--- config.mk ---
export PLATFORM = sky130hd
export DESIGN_NAME = shift_unit_iter
export DESIGN_NICKNAME = d
export VERILOG_FILES = /design/src/rtl/shift_unit_iter.sv
export SDC_FILE = /design/constraint.sdc
export NUM_CORES = 1
export LEC_CHECK = 0
export CAP_MARGIN = 20
export CELL_PAD_IN_SITES_DETAIL_PLACEMENT = 1
export CELL_PAD_IN_SITES_GLOBAL_PLACEMENT = 1
export CORE_AREA = 2 2 101 200
export CTS_CLUSTER_DIAMETER = 60
export DETAILED_ROUTE_END_ITERATION = 10
export DIE_AREA = 0 0 103 202
export DONT_BUFFER_PORTS = 1
export GPL_ROUTABILITY_DRIVEN = 0
export GPL_TIMING_DRIVEN = 0
export PLACE_DENSITY = 0.66
export SYNTH_ARGS = -nofsm -noshare
export SYNTH_HDL_FRONTEND = slang
export SYNTH_SLANG_ARGS = --single-unit
--- constraint.sdc ---
create_clock -name clock -period 4.3 [get_ports clock]
set_clock_uncertainty 0.2 [all_clocks]
set_input_delay 0.86 -clock clock [delete_from_list [all_inputs] [get_ports clock]]
set_output_delay 0.86 -clock clock [all_outputs]
set_load 0.005 [all_outputs]
--- src/rtl/shift_unit_iter.sv ---
// Iterative shifter (SLL/SRL/SRA/ROL) moving at most STEP bits per clock under a start/busy/done handshake.
// Latency ceil(amount/STEP)+2 cycles from accept to done; start is ignored while busy, flush aborts at once.
module shift_unit_iter #(
    parameter int WIDTH = 64,
    parameter int STEP  = 1,
    parameter int AMT_W = $clog2(WIDTH)
) (
    input  logic             clock,
    input  logic             reset_n,
    input  logic             start,
    input  logic [1:0]       mode,
    input  logic [AMT_W-1:0] amount,
    input  logic [WIDTH-1:0] operand,
    input  logic             flush,
    output logic             busy,
    output logic             done,
    output logic [WIDTH-1:0] result
);

    typedef enum logic [1:0] {
        S_IDLE  = 2'd0,
        S_SHIFT = 2'd1,
        S_DONE  = 2'd2
    } state_t;

    localparam logic [1:0]       MODE_SLL = 2'b00;
    localparam logic [1:0]       MODE_SRL = 2'b01;
    localparam logic [1:0]       MODE_SRA = 2'b10;
    localparam logic [1:0]       MODE_ROL = 2'b11;
    localparam logic [AMT_W-1:0] STEP_A   = AMT_W'(STEP);
    localparam logic [AMT_W:0]   WIDTH_A  = (AMT_W+1)'(WIDTH);

    state_t           r_state, w_state_nxt;
    logic [WIDTH-1:0] r_data, w_data_nxt;
    logic [WIDTH-1:0] r_result, w_result_nxt;
    logic [AMT_W-1:0] r_rem, w_rem_nxt;
    logic [1:0]       r_mode, w_mode_nxt;
    logic [AMT_W-1:0] w_k;
    logic [AMT_W:0]   w_rot_back;
    logic [WIDTH-1:0] w_shifted;

    // The last partial step moves only the bits still remaining.
    assign w_k        = (r_rem < STEP_A) ? r_rem : STEP_A;
    assign w_rot_back = WIDTH_A - {1'b0, w_k};

    always_comb begin
        w_shifted = r_data;
        case (r_mode)
            MODE_SLL: w_shifted = r_data << w_k;
            MODE_SRL: w_shifted = r_data >> w_k;
            MODE_SRA: w_shifted = $unsigned($signed(r_data) >>> w_k);
            MODE_ROL: w_shifted = (r_data << w_k) | (r_data >> w_rot_back);
            default:  w_shifted = r_data;
        endcase
    end

    always_comb begin
        w_state_nxt  = r_state;
        w_data_nxt   = r_data;
        w_rem_nxt    = r_rem;
        w_mode_nxt   = r_mode;
        w_result_nxt = r_result;
        if (flush) begin
            w_state_nxt = S_IDLE;
        end else begin
            case (r_state)
                S_IDLE: begin
                    if (start) begin
                        w_state_nxt = S_SHIFT;
                        w_data_nxt  = operand;
                        w_rem_nxt   = amount;
                        w_mode_nxt  = mode;
                    end
                end
                S_SHIFT: begin
                    if (r_rem == '0) begin
                        w_state_nxt  = S_DONE;
                        w_result_nxt = r_data;
                    end else begin
                        w_data_nxt = w_shifted;
                        w_rem_nxt  = r_rem - w_k;
                    end
                end
                S_DONE:  w_state_nxt = S_IDLE;
                default: w_state_nxt = S_IDLE;
            endcase
        end
    end

    always_ff @(posedge clock or negedge reset_n) begin
        if (!reset_n) begin
            r_state  <= S_IDLE;
            r_data   <= '0;
            r_rem    <= '0;
            r_mode   <= '0;
            r_result <= '0;
        end else begin
            r_state  <= w_state_nxt;
            r_data   <= w_data_nxt;
            r_rem    <= w_rem_nxt;
            r_mode   <= w_mode_nxt;
            r_result <= w_result_nxt;
        end
    end

    assign busy   = (r_state != S_IDLE);
    assign done   = (r_state == S_DONE);
    assign result = r_result;

endmodule

==> flow_summary.json <==
{
  "status": "completed",
  "clock_latency_ns": 0.43,
  "cp.arrival_ns": 2.36,
  "die_h_um": 202,
  "syn2layout_area_growth_pct": 13.0,
  "htreeDepth": 4,
  "num_rows": 72,
  "max_stage_delay_ns": 0.58,
  "diodes": 0,
  "grt_pass1_vias": 6170,
  "cp_cell_sequence": "buf_2 > clkbuf_1 > buf_1 > or2_2",
  "p_per_area_mw_per_mm2": 562,
  "period_needed_ns": 3.42,
  "crit_slowest_cell": "buf_1",
  "synthFlopType": "dfrtp_1",
  "dp_hpwl_mm": 17.9,
  "dr.pass1.iters": 4,
  "max-slew-margin-rel_pct": 29.8,
  "setup_viol": 0,
  "worst-path-max-fanout": 10,
  "crit_path_end_kind": "primary output",
  "cpLargestDelayFamily": "buffers and inverters",
  "clock_sinks": 138,
  "ys_types": 57,
  "route.detailed.drc": 0,
  "synth-edff-count": 0,
  "ant_nets": 0,
  "ios": 142,
  "ys_seq_elements": 138,
  "worstSetupPathType": "reg -> out",
  "start_util_pct": 37.2,
  "tightest_slew_ns": 1.05,
  "finalHoldViolCount": 0,
  "dieArea_sq_mm": 0.0208,
  "synth_warnings": 0,
  "route.vias.total": 5570,
  "hold_path_class": "in -> async",
  "max_freq_mhz": 292,
  "finalCritPeriodShare_pct": 79.5,
  "cp_num_buf_inv": 3,
  "first_iter_violations": 195,
  "crit_path_start_kind": "register",
  "numCtsBuffers": 17,
  "portBuffers": 0,
  "yosysSeqAreaShare_pct": 48.1,
  "slew_viol_final": 0,
  "clk_root_buffer_cell": "clkbuf_16",
  "clk_path_buf_depth": 2,
  "grt_use_total_pct": 23.9,
  "drive_above_1_share_pct": 23.2,
  "antenna_found_initial": 0,
  "hold_ws_ns": 0.181,
  "grt_start_max_net_pins": 139,
  "cts_resized": 0,
  "vdd_drop_max_mv": 0.266,
  "syn_inst": 665,
  "synth_area_sq_mm": 0.00718,
  "final_common_cell": "dfrtp_1",
  "wl_mm": 24.0,
  "cts_tree": "done",
  "async_flop_share_pct": 100,
  "die_width_um": 103,
  "core_area_sq_mm": 0.0193,
  "syn_area_per_cell_sq_um": 10.8,
  "critPathRequiredTime_ns": 3.24,
  "tns_ns": 0,
  "final_cell_mix": "dfrtp_1, mux2_2, nand2_1",
  "rsz0062_at_grt": "no",
  "syn_nets": 743,
  "wl_per_cell_um": 25.0,
  "via_per_inst": 5.81,
  "max_cap_viol_count": 0,
  "grt.overflow.total": 0,
  "power_leakage_nw": 3.67,
  "layout.nets": 764,
  "grt_first_pass_wirelength_mm": 36.8,
  "cts.clk_slew.worst_paths_ns": 0.07
}
## flip-flops by register name, indices dropped and copies added, names as in the netlist
register  cells
result       64
r_rem         6
r_data       64
r_state       2
r_mode        2
## per-stage QoR
step	total power, W	util, %	instance area (sq um)	std cells	worst slack [ns]
final	0.00456	42.1	8110	958	0.880
after global placement	0.00306	38.9	7500	924	1.24
after CTS	0.00460	42.0	8100	957	0.866
after detailed placement	0.00312	38.9	7500	924	1.24
after floorplan	0.00273	-	7180	665	1.79
after global routing	0.00479	42.1	8110	958	0.765
## kinds of logic (layout without fill, tap and decap cells)
logic type / Yosys count / after routing / share of synthesized area, %
compound gates: 187 / 187 / 17.0
simple gates: 144 / 144 / 10.2
flops: 138 / 138 / 48.1
mux: 126 / 126 / 19.2
buf+inv: 64 / 98 / 4.52
fa+ha+maj: 3 / 3 / 0.488
xor+xnor: 2 / 2 / 0.349
other cells: 1 / 1 / 0.0523
## power by group
group	switching (W)	leakage, nW	internal, W
registers	0.000392	1.77	0.00159
clock network	0.000599	0.264	0.000828
logic	0.000573	1.64	0.000572
## cells in the mapped netlist, types with 2 or more instances
library cell  count  share of area [%]
dfrtp_1         138                 48
mux2_2           91                 14
nand2_1          46                2.4
o22ai_1          44                3.8
o21ai_0          33                2.3
mux2i_1          32                4.5
a21oi_1          27                1.9
nor2b_1          26                2.3
clkbuf_1         24                1.3
nor2_1           24                1.3
a31oi_1          23                2.0
a21o_1           18                1.9
buf_2            15                1.0
nand3_1          15                1.0
inv_1             8               0.42
nand3b_1          8               0.84
a2bb2oi_1         7               0.85
o41ai_1           7               0.85
buf_6             6               0.94
buf_4             5               0.52
nand2b_1          5               0.44
a2111oi_0         4               0.49
buf_1             4               0.21
nor4_1            4               0.35
and2_1            3               0.26
mux2_1            3               0.47
o21a_1            3               0.31
o32ai_1           3               0.37
or2_2             3               0.26
a211oi_1          2               0.21
and3_1            2               0.17
ha_1              2               0.35
nor3_1            2               0.14
nor3b_1           2               0.21
o21ai_1           2               0.14
o21ai_2           2               0.24
o221ai_1          2               0.24
## cell type report
| type | instances | area, sq um |
|---|---|---|
| clock inverter | 13 | 120 |
| clock buffer | 19 | 453 |
| fill | 2187 | 11200 |
| buffer | 54 | 285 |
| inverter | 10 | 38.8 |
| tap | 259 | 324 |
| multi-input combinational | 463 | 3400 |
| sequential | 138 | 3450 |
| timing repair buffer | 2 | 35.0 |
## final timing paths
path / slack [ns] / cells past startpoint / to / from
worst max-delay path: 0.88 / 4 / busy / r_state[0]$_DFFE_PN0P_
worst min-delay path: 0.18 / 1 / r_data[57]$_DFFE_PN0P_ / reset_n
worst max register to register: 1.26 / 9 / r_data[17]$_DFFE_PN0P_ / r_rem[2]$_DFFE_PN0P_
worst min register to register: 0.32 / 1 / r_rem[5]$_DFFE_PN0P_ / r_rem[5]$_DFFE_PN0P_
max in group asynchronous: 3.10 / 1 / result[15]$_DFFE_PN0P_ / reset_n
min in group clock: 0.32 / 1 / r_rem[5]$_DFFE_PN0P_ / r_rem[5]$_DFFE_PN0P_
## repair_timing
action                                  in CTS  in global routing
setup buffers                                0                  0
hold endpoints to repair                   138                  0
hold buffers                                 1                  0
endpoints found under the setup margin       0                  0
## per-layer routing
layer  part of all wire (%)  track usage (%)  vias up
li1                       -                -     2497
met1                     34             24.3     2864
met2                     57             44.4      166
met3                    6.0             6.36       43
met4                    3.2             9.92        0
met5                      0                0        -
Power figures use the tool's default switching activity.
